**src/rtl/mem_arb_pkg.sv**
```systemverilog
// Shared types and default widths for the memory port arbiter.
package mem_arb_pkg;

   localparam int ADDR_W_DEF = 4;
   localparam int WORD_W_DEF = 32;
   localparam int RD_LAT_DEF = 1;

   typedef enum logic [1:0] {IDLE, ISSUE, WAIT, RESP} state_t;
   typedef enum logic {PORT_I, PORT_D} port_t;

endpackage

```
**src/rtl/rr_arb2.sv**
```systemverilog
// Two-way round-robin picker. Bit 0 is the fetch port, bit 1 is the data port.
module rr_arb2
   import mem_arb_pkg::*;
(
   input  logic [1:0] req,
   input  port_t      pointer,
   input  logic       advance,
   output logic [1:0] grant,
   output port_t      pointer_nxt
);

   always_comb begin
      grant       = req;
      pointer_nxt = pointer;
      if (req == 2'b11) begin
         grant = (pointer == PORT_I) ? 2'b01 : 2'b10;
      end
      // After a grant the other port gets priority next time.
      if (advance && grant[0]) begin
         pointer_nxt = PORT_D;
      end else if (advance && grant[1]) begin
         pointer_nxt = PORT_I;
      end
   end

endmodule

```
**src/rtl/mem_port_arbiter.sv**
```systemverilog
// Arbitrates fetch and load/store accesses onto the single-port memory.
//   state | meaning
//   IDLE  | waiting for a request; winner granted combinationally
//   ISSUE | one memory strobe cycle from the latched request
//   WAIT  | read latency beyond the first cycle
//   RESP  | read data returned to the winning port
module mem_port_arbiter
   import mem_arb_pkg::*;
#(
   parameter int ADDR_WIDTH = ADDR_W_DEF,
   parameter int WORD_WIDTH = WORD_W_DEF,
   parameter int RD_LATENCY = RD_LAT_DEF
) (
   input  logic                  clk,
   input  logic                  rst_n,
   input  logic                  if_req,
   input  logic [ADDR_WIDTH-1:0] if_addr,
   output logic                  if_gnt,
   output logic                  if_rvalid,
   output logic [WORD_WIDTH-1:0] if_rdata,
   input  logic                  d_req,
   input  logic                  d_we,
   input  logic [ADDR_WIDTH-1:0] d_addr,
   input  logic [WORD_WIDTH-1:0] d_wdata,
   output logic                  d_gnt,
   output logic                  d_rvalid,
   output logic [WORD_WIDTH-1:0] d_rdata,
   output logic                  mem_read,
   output logic                  mem_write,
   output logic [ADDR_WIDTH-1:0] mem_address,
   output logic [WORD_WIDTH-1:0] mem_data_in,
   input  logic [WORD_WIDTH-1:0] mem_data_out
);

   localparam int CNT_W = 2;
   localparam logic [CNT_W-1:0] WAIT_LOAD =
      (RD_LATENCY > 1) ? CNT_W'(RD_LATENCY - 2) : '0;

   state_t                state, state_nxt;
   port_t                 ptr, ptr_nxt;
   port_t                 lat_port;
   logic                  lat_we;
   logic [ADDR_WIDTH-1:0] lat_addr;
   logic [WORD_WIDTH-1:0] lat_wdata;
   logic [CNT_W-1:0]      wait_cnt;
   logic [1:0]            arb_gnt;
   logic                  arb_adv;

   rr_arb2 u_rr_arb2 (
      .req         ({d_req, if_req}),
      .pointer     (ptr),
      .advance     (arb_adv),
      .grant       (arb_gnt),
      .pointer_nxt (ptr_nxt)
   );

   always_ff @(posedge clk or negedge rst_n) begin
      if (!rst_n) begin
         state     <= IDLE;
         ptr       <= PORT_I;
         lat_port  <= PORT_I;
         lat_we    <= 1'b0;
         lat_addr  <= '0;
         lat_wdata <= '0;
         wait_cnt  <= '0;
      end else begin
         state <= state_nxt;
         ptr   <= ptr_nxt;
         if (state == IDLE && arb_gnt[0]) begin
            lat_port <= PORT_I;
            lat_we   <= 1'b0;
            lat_addr <= if_addr;
         end else if (state == IDLE && arb_gnt[1]) begin
            lat_port <= PORT_D;
            lat_we   <= d_we;
            lat_addr <= d_addr;
            if (d_we) begin
               lat_wdata <= d_wdata;
            end
         end
         // Down-counter: WAIT ends on terminal count zero.
         if (state == ISSUE) begin
            wait_cnt <= WAIT_LOAD;
         end else if (state == WAIT && wait_cnt != '0) begin
            wait_cnt <= wait_cnt - 1'b1;
         end
      end
   end

   always_comb begin
      state_nxt = state;
      arb_adv   = 1'b0;
      if_gnt    = 1'b0;
      d_gnt     = 1'b0;
      mem_read  = 1'b0;
      mem_write = 1'b0;
      if_rvalid = 1'b0;
      d_rvalid  = 1'b0;
      case (state)
         IDLE: begin
            arb_adv = 1'b1;
            if_gnt  = arb_gnt[0];
            d_gnt   = arb_gnt[1];
            if (|arb_gnt) begin
               state_nxt = ISSUE;
            end
         end
         ISSUE: begin
            if (lat_we) begin
               mem_write = 1'b1;
               state_nxt = IDLE;
            end else begin
               mem_read  = 1'b1;
               state_nxt = (RD_LATENCY > 1) ? WAIT : RESP;
            end
         end
         WAIT: begin
            if (wait_cnt == '0) begin
               state_nxt = RESP;
            end
         end
         RESP: begin
            if_rvalid = (lat_port == PORT_I);
            d_rvalid  = (lat_port == PORT_D);
            state_nxt = IDLE;
         end
         default: state_nxt = IDLE;
      endcase
   end

   assign mem_address = lat_addr;
   assign mem_data_in = lat_wdata;
   assign if_rdata    = if_rvalid ? mem_data_out : '0;
   assign d_rdata     = d_rvalid ? mem_data_out : '0;

endmodule

```
**config.mk**
```make
export PLATFORM = sky130hd
export DESIGN_NAME = mem_port_arbiter
export DESIGN_NICKNAME = d
export VERILOG_FILES = /design/src/rtl/mem_arb_pkg.sv /design/src/rtl/rr_arb2.sv /design/src/rtl/mem_port_arbiter.sv
export SDC_FILE = /design/constraint.sdc
export NUM_CORES = 1
export LEC_CHECK = 0
export CORE_MARGIN = 1.5
export CORE_UTILIZATION = 36
export CTS_BUF_LIST = sky130_fd_sc_hd__clkbuf_4 sky130_fd_sc_hd__clkbuf_8
export DETAILED_ROUTE_END_ITERATION = 10
export PLACE_DENSITY = 0.95
export SETUP_SLACK_MARGIN = 0.5
export SLEW_MARGIN = 20
export SYNTH_ARGS = -nofsm -noshare
export SYNTH_HDL_FRONTEND = slang
export SYNTH_SLANG_ARGS = --single-unit
```
**constraint.sdc**
```tcl
create_clock -name clk -period 3.57 [get_ports clk]
set_input_delay 0.714 -clock clk [delete_from_list [all_inputs] [get_ports clk]]
set_output_delay 0.714 -clock clk [all_outputs]
set_load 0.03 [all_outputs]
```
# Word-level counts from Yosys, hierarchy flattened
# Cells that the tools add are included.
# totals
regBits,43
output_inout_bits,106
elab_cells,57
# op_classes
addsub,1
eq_ne,6
muxes,27
bitwise_logic,2
reduce_logical,14
# op_table
op,count
32-bit two-way mux,2
1-bit two-way mux,15
2-bit two-way mux,7
4-bit two-way mux,2
2-bit case mux with 4 select lines,1
2-bit nonzero test,4
2-bit == test (second input constant),3
1-bit logical AND,5
2-bit logical NOT,2
2-bit by 1-bit inequality test with 1-bit output (second input constant),2
3-bit AND reduction,1
2-bit by 1-bit == test with 1-bit output (second input constant),1
1-bit inverter,2
2-bit AND reduction,1
2-bit OR reduction,1
2-bit by 1-bit subtractor with 2-bit output (second input constant),1

# Longest topological paths before layout
# Gate-level depths: netlist of run 1.
# depth
word_depth,5
mapped_depth,5

# By module
# A second synthesis of run 1 with hierarchy kept.
# hier_totals
hier_cells,191
area_unflattened_um2,2328.5
# modules_own_cells
module,n_inst,cells_per_inst,area_each_um2,seq_area_each_um2
mem_port_arbiter,1,186,2298.5,1076.0
rr_arb2,1,5,30.0,0.0

# Worst setup path before layout of run 1
# OpenSTA, ideal clock, no wires.
# synth_timing
path_kind,input to output
start,input d_req
end,output if_gnt
arrival_ns,1.707
required_ns,2.856
slack_ns,1.149
cell_stages,5
n_path_buf,2
path_cell_list,buf_6 > a211o_4 > or2_0 > buf_6 > inv_1
# synth_via
elab_chain_cells,3
# synth_lines
element,line_no,text
start: declaration,mem_port_arbiter.sv:21,"input logic d_req,"
2-bit == test,rr_arb2.sv:15,if (req == 2'b11) begin
2-bit two-way mux,rr_arb2.sv:15,
1-bit two-way mux,mem_port_arbiter.sv:99,case (state)
end: declaration,mem_port_arbiter.sv:18,"output logic if_gnt,"
# Every way passes these cells.

# Worst setup path after layout of run 1
# Ends and elaborated chain as after synthesis.

==> impl_metrics.tcl, run 1 <==
set metrics [dict create \
    status "finished, final reports clean" \
    netlist.top_cell.by_area "dfrtp_1" \
    nets 464 \
    grt_use_met3 0.0890 \
    synth_nets 285 \
    num_vias 2234 \
    crit_chain "clkdlybuf4s50_1, a211o_4, or2_0, inv_1, clkbuf_2" \
    hold_viol 0 \
    drive_gt1_frac 0.124 \
    first_pass_iters 4 \
    drt_iter0_markers 98 \
    relSlewSlack 0.363 \
    finalSetupViolations 0 \
    cts_root_buffer "clkbuf_8" \
    finalMaxSlewViolations 0 \
    crit_path_end_kind "primary output" \
    gr-total-overflow 0 \
    power.density_nw_per_um2 787 \
    multi_input_area_um2 1080 \
    ys_types 29 \
    yosys.area.top_type_share 0.475 \
    fmax_mhz 334 \
    skew_ns 0.00875 \
    wl_per_cell_um 15.2 \
    fp.dieW_um 82.4 \
    ioPinCount 183 \
    worstPathRequired_ns 2.86 \
    crit_path_start_kind "input port" \
    min_period_ns 3.00 \
    crit_fanout 7 \
    worst-setup-path-type "input port to primary output" \
    max_slew.worst_pin.slew_ns 0.955 \
    synthCells 207 \
    dieArea_um2 6780 \
    cts_buffers 5 \
    dpl.cell_count 454 \
    hold_ws_ns 0.501 \
    syn_area_um2 2270 \
    clk_pin_slew_ns 0.08 \
    crit_slowest_cell "clkdlybuf4s50_1" \
    dpl.hpwl_um 5560 \
    grt_busiest_layer "met2" \
    cts_sinks 43 \
    start_util 0.378 \
    grt_setup_unrepaired "no" \
    final_core_util 0.700 \
    grt_max_degree 44 \
    antenna_left 0 \
    cts_tree "done" \
    gr-usage-met1 0.206 \
    drt-total-wl_um 7020 \
    grt_pass1_wl_um 10400 \
    grt_use_total 0.203 \
    tns_ns 0 \
    avgSynthCellArea_um2 11.0 \
    yosysSeqAreaShare 0.475 \
    vias_per_cell 4.85 \
    post_cts_buffers 0 \
    gp_congestion 0.963 \
    core_um2 5990 \
    clkLatencyLatePin_ns 0.29 \
    rows 28 \
    layout.cells.non_filler 461 \
    cap_violations 0 \
    ir_drop_v 0.000554 \
    cp.arrival_ns 2.28 \
    seqCellArea_um2 1080 \
    drc_errors 0 \
    die_y_um 82.4 \
    synth_edf_count 0 \
    antenna_found_initial 0 \
    ys.warnings.count 0 \
    areaGrowthSynthToFinish_pct 84.9 \
    async_flop_share 1.00 \
    first_global_vias 2220 \
    grt_use_met2 0.372 \
    synth_seq_cells 43 \
    clk_path_buf_depth 2 \
    synthTopCellsByArea "dfrtp_1, and2_1, mux2_2, buf_6, o21ai_0" \
    max_stage_delay_ns 0.50 \
    leakagePower_uw 0.00171 \
    r2r_setup_slack_ns 1.66 \
    fillers 421 \
    worstHoldPathType "flip-flop to flip-flop" \
    portBuffers 182 \
    insertedDiodeCount 0 \
    min_period_over_period 0.840 \
    synth_flop_cell "dfrtp_1" \
    cts_max_level 2 \
]
-- per-layer routing --
metal	share of wire	routed length [µm]	vias to the layer above
met5	0	0	-
li1	-	-	1049
met3	0.14	1010	16
met1	0.32	2240	1021
met4	0.019	134	0
met2	0.52	3630	148
-- cell families after synthesis --
family,Yosys count,share of synthesized area
AO/OA/AOI/OAI,20,0.0563
adder cells (fa/ha/maj),1,0.00552
buffers and inverters,18,0.0486
flip-flops,43,0.475
multiplexers,32,0.159
AND/OR/NAND/NOR,93,0.256
-- path summary, 6_finish.rpt --
path | start | end | depth (start not counted)
max reg2reg | state[1] | mem_data_in[21] | 3
min in group asynchronous | rst_n | mem_data_in[3] | 1
min | mem_data_in[31] | mem_data_in[31] | 1
max | d_req | if_gnt | 5
min reg2reg | mem_data_in[31] | mem_data_in[31] | 1
max in group asynchronous | rst_n | state[0] | 1
-- sequential cells by signal (all words and copies together) (netlist names) --
signal	count
lat_port	1
lat_we	1
mem_address	4
mem_data_in	32
ptr	1
state	2
wait_cnt	2
-- synthesized netlist by cell type (3+ instances only) --
cell and instances:
dfrtp_1 43, nor3_1 4, buf_2 4, nand4_1 4, nand2_1 5, buf_6 5, a31oi_1 4, inv_1 5
mux2_1 4, mux2_2 28, and2_1 64, nor2_1 3, clkbuf_1 4, o21a_1 3, o21ai_0 9
-- power by group --
part	total, µW	internal (µW)	switching, µW
combinational	2100	937	1160
clock	319	156	163
sequential	887	725	162
total	3300	1820	1480
-- repair_timing --
| action | CTS | global route |
|---|---|---|
| gates resized for setup | 2 | 6 |
| setup endpoints to repair | 2 | 9 |
| hold buffers | 0 | 0 |
-- critical path: cells and delay by family --
kind	cells	cell delay, ns
AOI/OAI and AO/OA	1	0.40
and+or+nand+nor	1	0.36
buffers and inverters	3	0.80
-- cell usage in the layout (no fill, tap or decap), drive strengths merged, types with 2 or more instances in the layout --
cell,count
nor2,5
inv,6
o21ai,9
nand2,5
nand2b,2
clkdlybuf4s50,179
and3,2
o21a,3
and2,64
a31oi,4
nor3,4
clkbuf,8
a21oi,2
mux2,32
dfrtp,43
nand4,5
buf,4
nor3b,2
-- cell type report --
cell class | instances | share of cell area
Timing Repair Buffer | 185 | 0.436
Multi-Input combinational cell | 146 | 0.258
Sequential cell | 43 | 0.257
Tap cell | 75 | 0.0224
Clock buffer | 6 | 0.0197
Inverter | 5 | 0.00448
Clock inverter | 1 | 0.00209
-- through the flow --
| step | cell area [µm²] | setup slack, ns | total power, µW |
|---|---|---|---|
| 2_1_floorplan | 2270 | 1.15 | 2080 |
| 3_3_place_gp | 4110 | 0.219 | 2950 |
| 3_5_place_dp | 4110 | 0.158 | 3000 |
| 4_1_cts | 4200 | 0.435 | 3320 |
| 5_1_grt | 4190 | 0.525 | 3470 |
| 6_report | 4190 | 0.572 | 3300 |
Note: power is estimated with default switching activity, not from simulation.
==> run 2, diff against run 1 <==
--- a/config.mk
+++ b/config.mk
@@ -6,10 +6,10 @@
 export NUM_CORES = 1
 export LEC_CHECK = 0
 export CORE_MARGIN = 1.5
-export CORE_UTILIZATION = 36
+export CORE_UTILIZATION = 34
 export CTS_BUF_LIST = sky130_fd_sc_hd__clkbuf_4 sky130_fd_sc_hd__clkbuf_8
 export DETAILED_ROUTE_END_ITERATION = 10
-export PLACE_DENSITY = 0.95
+export PLACE_DENSITY = 0.93
 export SETUP_SLACK_MARGIN = 0.5
 export SLEW_MARGIN = 20
 export SYNTH_ARGS = -nofsm -noshare
==> constraint.sdc (replaced) <==
create_clock -name clk -period 2.9 [get_ports clk]
set_input_delay 0.58 -clock clk [delete_from_list [all_inputs] [get_ports clk]]
set_output_delay 0.58 -clock clk [all_outputs]
set_load 0.03 [all_outputs]
==> run 2 against run 1 <==
Register-to-register slack worse by 0.44 ns; sequential share of layout area is 0.33 points higher; routed wire length is 0.84% higher; cell count is 1.5% higher.
==> impl_metrics.tcl, run 2 (synthesis gave the netlist of run 1 again) <==
set metrics [dict create \
    drt-total-wl_um 7080 \
    multi_input_area_um2 1080 \
    vias_per_cell 4.77 \
    fp.dieW_um 84.7 \
    finalSetupViolations 0 \
    min_period_over_period 0.801 \
    ir_drop_v 0.000731 \
    hold_buffers 0 \
    antenna_left 0 \
    die_y_um 84.7 \
    grt_pass1_wl_um 10900 \
    p_seq_frac 0.260 \
    wl_per_cell_um 15.1 \
    clk_pin_slew_ns 0.09 \
    areaGrowthSynthToFinish_pct 82.2 \
    first_global_vias 2185 \
    core_um2 6390 \
    power.density_nw_per_um2 969 \
    rows 29 \
    insertedDiodeCount 0 \
    drc_errors 0 \
    dieArea_um2 7170 \
    cts_buffers 5 \
    antenna_found_initial 0 \
    dpl.hpwl_um 5720 \
    worst-setup-path-type "input port to primary output" \
    sw_frac_of_total 0.455 \
    grt_setup_unrepaired "no" \
    status "finished, final reports clean" \
    worstHoldPathType "input port to asynchronous set/reset pin" \
    p_int_uw 2180 \
    clk_path_buf_depth 2 \
    finalMaxSlewViolations 0 \
    crit_path_end_kind "primary output" \
    cp.arrival_ns 1.74 \
    cts_tree "done" \
    fmax_mhz 431 \
    tns_ns 0 \
    grt_use_total 0.192 \
    worstPathRequired_ns 2.32 \
    cts_max_level 2 \
    start_util 0.355 \
    drive_gt1_frac 0.217 \
    clkLatencyLatePin_ns 0.29 \
    first_pass_iters 4 \
    nets 468 \
    leakagePower_uw 0.00198 \
    gp_congestion 0.972 \
    final_common_cell "clkdlybuf4s50_1" \
    ioPinCount 183 \
    power_frac_comb 0.639 \
    cts_root_buffer "clkbuf_8" \
    cap_violations 0 \
    switching_power_uw 1820 \
    final_core_util 0.647 \
    crit_path_start_kind "input port" \
    crit_fanout 5 \
    largest_reg_flops 32 \
    gr-total-overflow 0 \
    skew_ns 0.0110 \
    num_vias 2232 \
    drt_iter0_markers 82 \
    portBuffers 182 \
    seqCellArea_um2 1080 \
    cts_sinks 43 \
    max_slew.worst_pin.slew_ns 0.384 \
    fillers 514 \
    layout_common_cells "clkdlybuf4s50_1, and2_1, dfrtp_1, buf_4, dlygate4sd2_1" \
    worstSetupStartpoint "if_req" \
    relSlewSlack 0.744 \
    reg2reg_from "state[1]" \
    grt_max_degree 44 \
    p_clk_frac 0.100 \
    min_period_ns 2.32 \
    hold_viol 0 \
]
[run 2: repair_timing]
action	in CTS	in global routing
buffers inserted	0	0
endpoints found under the hold margin	0	0
setup endpoints to repair	36	3
resized for setup	35	3
[run 2: through the flow]
stage	power [µW]	instance area, µm²	cells	hold slack [ns]	setup slack (ns)
global route	4210	4130	468	0.206	0.502
global placement	3620	4060	459	0.479	0.300
detailed placement	3680	4060	459	0.486	0.275
CTS	4030	4110	467	0.457	0.516
floorplan	2560	2270	207	0.284	0.747
finish	4000	4130	468	0.189	0.578
[run 2: layout make-up]
type,count,area share
Inverter,5,0.00454
Clock inverter,2,0.00333
Multi-Input combinational cell,146,0.262
Timing Repair Buffer,189,0.427
Clock buffer,6,0.0200
Sequential cell,43,0.261
Tap cell,77,0.0233
[run 2: critical path, stage by stage]
cell             delay (ns)
clkdlybuf4s50_1        0.55
nor2b_1                0.33
nor2_2                 0.10
buf_4                  0.18
[run 2: per-layer routing]
| layer | track usage | vias to the layer above | wire (µm) |
|---|---|---|---|
| met1 | 0.209 | 1032 | 2540 |
| met2 | 0.356 | 127 | 3790 |
| met5 | 0 | - | 0 |
| met4 | 0.0674 | 0 | 108 |
| met3 | 0.0521 | 10 | 634 |
| li1 | - | 1063 | - |
[run 2: power groups by stage]
stage               logic (µW)  registers (µW)  clock network [µW]
floorplan                 1010            1550                   0
global placement          2590            1030                   0
detailed placement        2630            1050                   0
CTS                       2580            1040                 415
global route              2690            1080                 439
finish                    2560            1040                 402
[run 2: final timing paths]
| path | cells after the start | slack [ns] | to |
|---|---|---|---|
| max in group asynchronous | 2 | 2.23 | state[1] |
| worst min-delay path | 1 | 0.19 | mem_data_in[17] |
| worst max-delay path | 4 | 0.58 | d_gnt |
| min in group clk | 1 | 0.50 | mem_data_in[23] |
| worst min register to register | 1 | 0.50 | mem_data_in[23] |
| worst max register to register | 5 | 1.22 | mem_data_in[31] |
==> run 3, diff against run 2 <==
==> constraint.sdc (replaced) <==
create_clock -name clk -period 2.3 [get_ports clk]
set_input_delay 0.46 -clock clk [delete_from_list [all_inputs] [get_ports clk]]
set_output_delay 0.46 -clock clk [all_outputs]
set_load 0.03 [all_outputs]
==> run 3 against run 2 <==
Die area stayed put; cell count is 3.6% higher; clock skew is 0.0070 ns higher; setup slack worse by 0.26 ns; sequential share of layout area is 2.9 points lower; global-route usage is 1.5 points higher; worst hold slack worse by 0.12 ns; clock power is 56% higher.
==> impl_metrics.tcl, run 3 (synthesis gave the netlist of run 1 again) <==
set metrics [dict create \
    status "finished, final reports clean" \
    hold_buffers 0 \
    ir_drop_v 0.000744 \
    tns_ns 0 \
    finalMaxSlewViolations 0 \
    hold_viol 0 \
    num_vias 2333 \
    final_core_util 0.730 \
    crit_chain "buf_6, or3b_4, nor2_4, buf_12" \
    top_layer_used "met4" \
    crit_fanout 4 \
    gp_congestion 0.874 \
    areaGrowthSynthToFinish_pct 106 \
    min_period_ns 1.98 \
    clk_path_buf_depth 2 \
    grt_max_degree 24 \
    first_global_vias 2476 \
    cts_max_level 2 \
    fillers 433 \
    dpl.cell_count 465 \
    grt_use_total 0.207 \
    dieArea_um2 7170 \
    layout.cells.non_filler 485 \
    wl_met3_um 609 \
    start_util 0.355 \
    worst-setup-path-type "flip-flop to primary output" \
    fmax_mhz 505 \
    antenna_left 0 \
    drt_iter0_markers 72 \
    met1_length_um 2690 \
    dpl.hpwl_um 5660 \
    skew_ns 0.0180 \
    first_pass_iters 4 \
    clk_pin_slew_ns 0.10 \
    core_um2 6390 \
    cts_sinks 43 \
    nets 484 \
    max_slew.worst_pin.slew_ns 0.401 \
    drt-total-wl_um 7940 \
    fp.dieW_um 84.7 \
    grt_pass1_wl_um 11900 \
    crit_slowest_cell "dfrtp_2" \
    ioPinCount 183 \
    drive_gt1_frac 0.464 \
    grt_setup_unrepaired "yes" \
    antenna_found_initial 1 \
    leakagePower_uw 0.00235 \
    power.density_nw_per_um2 1210 \
    crit_path_end_kind "primary output" \
    wl_per_cell_um 16.4 \
    gr-total-overflow 0 \
    cap_violations 0 \
    clkLatencyLatePin_ns 0.30 \
    cts_buffers 5 \
    cts_root_buffer "clkbuf_8" \
    cts_tree "done" \
    hold_ws_ns 0.0710 \
    finalSetupViolations 0 \
    wl_met2_um 4560 \
    seqCellArea_um2 1080 \
    vias_per_cell 4.81 \
    cp.arrival_ns 1.52 \
    max_stage_delay_ns 0.41 \
    worstHoldPathType "input port to asynchronous set/reset pin" \
    portBuffers 182 \
    layout_common_cells "clkdlybuf4s50_1, buf_4, dfrtp_1, buf_6, mux2_2" \
    worstPathRequired_ns 1.84 \
    relSlewSlack 0.733 \
    largest_reg_flops 32 \
    min_period_over_period 0.861 \
    die_y_um 84.7 \
    final_common_cell "clkdlybuf4s50_1" \
    rows 29 \
    drc_errors 0 \
    total_power_uw 5630 \
    multi_input_area_um2 1210 \
    crit_path_start_kind "flip-flop" \
]
run 3: layout make-up:
type / count / area share
Antenna cell: 1 / 0.000537
Clock buffer: 6 / 0.0177
Clock inverter: 2 / 0.00832
Inverter: 5 / 0.00483
Multi-Input combinational cell: 146 / 0.259
Sequential cell: 43 / 0.232
Tap cell: 77 / 0.0207
Timing Repair Buffer: 205 / 0.457
run 3: final timing paths:
kind	cells past startpoint	start	slack, ns	endpoint
worst max register to register	6	state[1]	0.50	mem_data_in[5]
max in group asynchronous	2	rst_n	1.68	mem_data_in[2]
min in group clk	1	mem_data_in[24]	0.50	mem_data_in[24]
worst min-delay path	1	rst_n	0.07	mem_address[3]
worst max-delay path	4	state[0]	0.32	d_gnt
worst min register to register	1	mem_data_in[24]	0.50	mem_data_in[24]
run 3: metal layers:
metal,up-vias,track usage
li1,1092,-
met1,1118,0.210
met2,114,0.411
met3,9,0.0580
met4,0,0.0513
met5,-,0
run 3: worst max-delay path: cells and delay by family, from the launching register on:
family	cells	cell delay (ns)
buffers and inverters	2	0.25
DFF	1	0.41
and+or+nand+nor	2	0.56
run 3: where the power goes:
| group | leakage [µW] | switching, µW | internal (µW) |
|---|---|---|---|
| combinational | 0.00177 | 1960 | 1710 |
| sequential | 0.000517 | 205 | 1130 |
| clock | 0.0000618 | 270 | 357 |
run 3: repair_timing:
item / in CTS / in global routing
resized for setup: 75 / 65
gates cloned: 3 / 1
endpoints found under the setup margin: 79 / 96
pin swaps: 5 / 14
buffers inserted: 3 / 4
run 3: metrics by stage:
stage | setup WS (ns) | cell area [µm²]
CTS | 0.316 | 4440
global route | 0.275 | 4660
finish | 0.319 | 4660
floorplan | 0.451 | 2300
detailed placement | 0.0606 | 4070
global placement | 0.0525 | 4070
==> RTL edit 1, RTL diff (flow settings as in run 2) <==
Reset style: synchronous (`rst_n`), changed in one clocked block.
--- a/src/rtl/mem_port_arbiter.sv
+++ b/src/rtl/mem_port_arbiter.sv
@@ -55,5 +55,5 @@
    );
 
-   always_ff @(posedge clk or negedge rst_n) begin
+   always_ff @(posedge clk) begin
       if (!rst_n) begin
          state     <= IDLE;
Check against the original RTL: differs if rst_n is asserted again (counterexample within 4 cycles, from zero or initial values and one cycle with rst_n low); with rst_n held inactive, the same outputs for 10 cycles.
==> RTL edit 1 against run 2 <==
The run now ends with design-rule violations left. Routed wire length grew 8.4%. Die area rose by 1.1%. Sequential cell count unchanged. Clock skew fell by 0.0084 ns. Setup slack improved by 0.021 ns. Maximum frequency is 0.90% higher. Register-to-register slack worse by 0.10 ns. Count of clock-buffer cells in the layout up 2. Design area fell by 1.4%. Area after synthesis rose by 1.1%. Synthesized cell count grew 33%. Sequential share of layout area down 4.9 points. Highest routed layer unchanged.
Power is not compared: it rests on default switching activity, and its combinational part moved more than twofold at a synthesized area within 25%.
==> RTL edit 1: results (changes against run 2) <==
grt:
  grt_pass1_wl_mm: 11.7  # was 10.9 mm
  grt_pass1_vias: 2373  # was 2185
  grt_max_degree: 65  # was 44
  grt_usage_pct: 20.2  # was 19.2%
  antenna_found_initial: 0  # unchanged
clocking:
  cts_root_buffer: "clkbuf_8"  # unchanged
  clkTransAtPathRegs_ns: 0.08
  htreeDepth: 2  # unchanged
  clock_latency_ns: 0.29  # about the same
  cts_buffers: 5  # unchanged
  cts_buffer_depth: 2  # unchanged
setup_path:
  reg2reg_from: "state[0]"  # was state[1]
  critPathMaxStageDelay_ns: 0.45  # was 0.55 ns
  critPathArrivalTime_ns: 1.72  # was 1.74 ns
  r2r_slack_ns: 1.12  # was 1.22 ns
  reg2reg_depth: 5  # unchanged
  cp_slowest_cell: "dfxtp_2"  # was clkdlybuf4s50_1
  cp_max_fo: 33  # was 5
  timing.rr.end: "mem_data_in[10]"  # was mem_data_in[31]
hold_path:
  hold_end: "mem_data_in[14]"
  whs_path_depth: 2
  hp-class: "register to register"  # was input pin to async pin
  holdCritStartpoint: "mem_data_in[14]"
routing:
  first_iter_violations: 88  # was 82
  vias_per_cell: 4.71  # was 4.77
  firstDrtPassIters: 7  # was 4
  routed_wirelength_mm: 7.68  # was 7.08 mm
  routedWlPerCell_um: 14.5  # was 15.1 um
  drc: 15  # was 0
place:
  placed_area_sq_um: 4080  # was 4060 sq um
  place_congestion: 0.815  # was 0.972
  port_buffers: 182  # unchanged
  placed_cells: 521  # was 459
  dp_slack_ns: 0.226  # was 0.275 ns
  hpwl_mm: 6.16  # was 5.72 mm
logic_synthesis:
  synth_area_leaders: "dfxtp_1 38%, and2_1 18%, mux2i_1 16%"  # was dfrtp_1 47%, and2_1 18%, mux2_2 14%
  ys_async_sr_fraction_pct: 0  # was 100%
  synth_cell_type_count: 26  # was 29
  synth_area_per_cell_sq_um: 8.34  # was 11.0 sq um
  syn-num-nets: 353  # was 285
  synth_seq_area_share_pct: 37.6  # was 47.5%
  synthTopCellsByCount: "66 x and2_1, 66 x nand2_1, 43 x dfxtp_1"  # was 64 x and2_1, 43 x dfrtp_1, 28 x mux2_2
  synth_flop_cell: "dfxtp_1"  # was dfrtp_1
  yosysWarnings: 0  # unchanged
power:
  p_sw_mw: 0.444
  irDropWorstVdd_mv: 0.331
  p_leak_nw: 1.75
final_layout:
  largest_reg_flops: 32  # unchanged
  final_nets: 530  # was 468
  drive_gt1_share_pct: 18.3  # was 21.7%
  area_delta_synth_final_pct: 77.7  # was 82.2%
  num-fill-cells: 544  # was 514
  n_antenna_cell: 0  # unchanged
outcome:
  violations: "design-rule violations"
  status: "complete, but fails checks"  # was finished, final reports clean
sta:
  hold_slack_ns: 0.457  # was 0.189 ns
  setup_violations: 0  # unchanged
  clock_skew_ns: 0.00265  # was 0.0110 ns
  maxSlewHeadroom_pct: 62.1  # was 74.4%
-- RTL edit 1: final cells by class --
cell class | count | area share (%)
clock buffer | 8 | 2.55
inverter | 4 | 0.369
multi-input combinational | 209 | 32.0
sequential | 43 | 21.2
tap | 77 | 2.36
timing repair buffer | 189 | 41.6
-- RTL edit 1: cell families (layout without fill, tap and decap cells) --
logic type,count (synthesis),after routing,share of synthesized area [%]
fa+ha+maj,1,1,0.546
mux,36,36,15.7
buf+inv,23,201,6.22
compound gates,20,20,5.84
flops,43,43,37.6
simple gates,152,152,34.1
-- RTL edit 1: what timing repair did --
action	CTS	global route
buffers inserted	1	0
resized for setup	39	60
hold buffers	0	0
cloned	0	0
setup endpoints to repair	37	34
-- RTL edit 1: worst max path at each step --
| stage | start | to | slack [ns] | cells past startpoint |
|---|---|---|---|---|
| finish | state[0] | d_rdata[11] | 0.60 | 4 |
| global route | state[0] | d_rdata[11] | 0.50 | 4 |
| CTS | state[0] | d_rdata[31] | 0.29 | 4 |
| detailed placement | if_req | if_gnt | 0.23 | 4 |
| global placement | if_req | if_gnt | 0.25 | 4 |
| floorplan | state[1] | if_rdata[22] | 0.70 | 5 |
-- RTL edit 1: routing by layer --
metal | GRT usage [%] | wire, um
met2 | 38.0 | 3890
met5 | 0 | 0
met1 | 20.1 | 2720
met3 | 7.00 | 816
met4 | 8.20 | 257
-- RTL edit 1: power groups by stage --
stage                     registers (mW)  clock network [mW]  logic, mW
after CTS                          0.648               0.439      0.448
after floorplan                    0.701                   0      0.183
after detailed placement           0.660                   0      0.447
after global routing               0.653               0.457      0.473
after global placement             0.658                   0      0.438
final                              0.648               0.426      0.444
-- RTL edit 1: critical path, delay by kind of cell (launching register included) --
family | cells | cell delay (ns)
buf+inv | 2 | 0.61
flops | 1 | 0.45
simple gates | 2 | 0.35
==> RTL edit 2, RTL diff (config.mk and constraints of run 2) <==
Made on the original files. `ADDR_W_DEF`: 4 -> 5.
--- a/src/rtl/mem_arb_pkg.sv
+++ b/src/rtl/mem_arb_pkg.sv
@@ -2,5 +2,5 @@
 package mem_arb_pkg;
 
-   localparam int ADDR_W_DEF = 4;
+   localparam int ADDR_W_DEF = 5;
    localparam int WORD_W_DEF = 32;
    localparam int RD_LAT_DEF = 1;
Ports: changed (resized d_addr, if_addr and mem_address); port bits go from 183 to 186. The function was not compared with the original's and may differ.
==> RTL edit 2 against run 2 <==
Die area up 6.1%. Total power up 2.6%. Critical path depth did not move. Routed wire length is 0.42% lower. Setup slack gained 0.049 ns. Area after synthesis up 6.3%. Design area up 0.88%. Global-route usage is 1.3 points lower. Sequential cell count rose by 1.
==> RTL edit 2: results (changes against run 2) <==
logic_synthesis:
  yosys.area.top_type: "dfrtp_1"  # unchanged
  synthTopCellsByCount: "64 x and2_1, 44 x dfrtp_1, 29 x mux2_4"  # was 64 x and2_1, 43 x dfrtp_1, 28 x mux2_2
  synth_area_per_cell_sq_um: 11.4  # was 11.0 sq um
  synth_cell_type_count: 28  # was 29
  synth_area_leaders: "dfrtp_1 46%, mux2_4 18%, and2_1 17%"  # was dfrtp_1 47%, and2_1 18%, mux2_2 14%
routing:
  routed_wirelength_mm: 7.05  # was 7.08 mm
  first_iter_violations: 103  # was 82
  vias: 2238  # was 2232
final_layout:
  register_area_sq_um: 1100  # was 1080 sq um
  num-fill-cells: 589  # was 514
  drive_gt1_share_pct: 26.4  # was 21.7%
  final_cells: 490  # was 468
setup_path:
  critPathArrivalTime_ns: 1.69  # was 1.74 ns
  cp_max_fo: 4  # was 5
  reg2reg_depth: 3  # was 5
sta:
  clock_skew_ns: 0.00283  # was 0.0110 ns
place:
  dp_slack_ns: 0.239  # was 0.275 ns
  placed_area_sq_um: 4330  # was 4060 sq um
  placed_cells: 483  # was 459
  port_buffers: 185  # was 182
  hpwl_mm: 5.55  # was 5.72 mm
power:
  p_leak_nw: 2.05  # was 1.98 nW
  irDropWorstVdd_mv: 0.537  # was 0.731 mV
  p_sw_share_pct: 44.4  # was 45.5%
grt:
  grt_usage_pct: 17.9  # was 19.2%
  grt_pass1_wl_mm: 10.5  # was 10.9 mm
  grt_max_degree: 45  # was 44
  grt_pass1_vias: 2191  # was 2185
outcome:
  status: "finished, final reports clean"  # unchanged
-- RTL edit 2: worst paths after layout --
path                                    to  slack (ns)
hold / removal              mem_data_in[9]        0.44
setup reg to reg           mem_data_in[25]        0.82
min in group clk            mem_data_in[5]        0.51
max in group asynchronous         state[0]        1.82
hold reg to reg             mem_data_in[5]        0.51
setup / recovery                    if_gnt        0.63
-- RTL edit 2: cell families (layout without fill, tap and decap cells) --
group	after synthesis	after routing	share of synthesized area, %
fa+ha+maj	1	1	0.519
mux	32	32	19.5
simple gates	84	84	22.1
buf+inv	24	207	5.09
compound gates	26	26	7.11
flops	44	44	45.7
-- RTL edit 2: power groups by stage --
stage / logic, mW / clock network (mW) / registers, mW
after floorplan: 1.15 / 0 / 1.59
after detailed placement: 2.73 / 0 / 1.12
after CTS: 2.61 / 0.419 / 1.13
after global routing: 2.70 / 0.452 / 1.18
after global placement: 2.68 / 0 / 1.12
final: 2.57 / 0.404 / 1.13
-- RTL edit 2: what timing repair did --
action                                  in CTS  in global routing
hold endpoints to repair                     0                  0
pin swaps                                    0                  0
resized for setup                           69                121
endpoints found under the setup margin      70                 67
-- RTL edit 2: per-layer routing --
| layer | share of wire, % | vias to the layer above | track usage (%) |
|---|---|---|---|
| met2 | 53 | 124 | 34.0 |
| met3 | 10 | 6 | 5.59 |
| met4 | 0.52 | 0 | 4.18 |
| li1 | - | 1067 | - |
| met5 | 0 | - | 0 |
| met1 | 36 | 1041 | 19.1 |
-- RTL edit 2: area by class of cell --
cell class                      instances  area share, %
Tap cell                               96           2.88
Clock buffer                            7           2.31
Sequential cell                        44           26.5
Multi-Input combinational cell        143           28.5
Timing Repair Buffer                  189           38.9
Inverter                               11          0.991
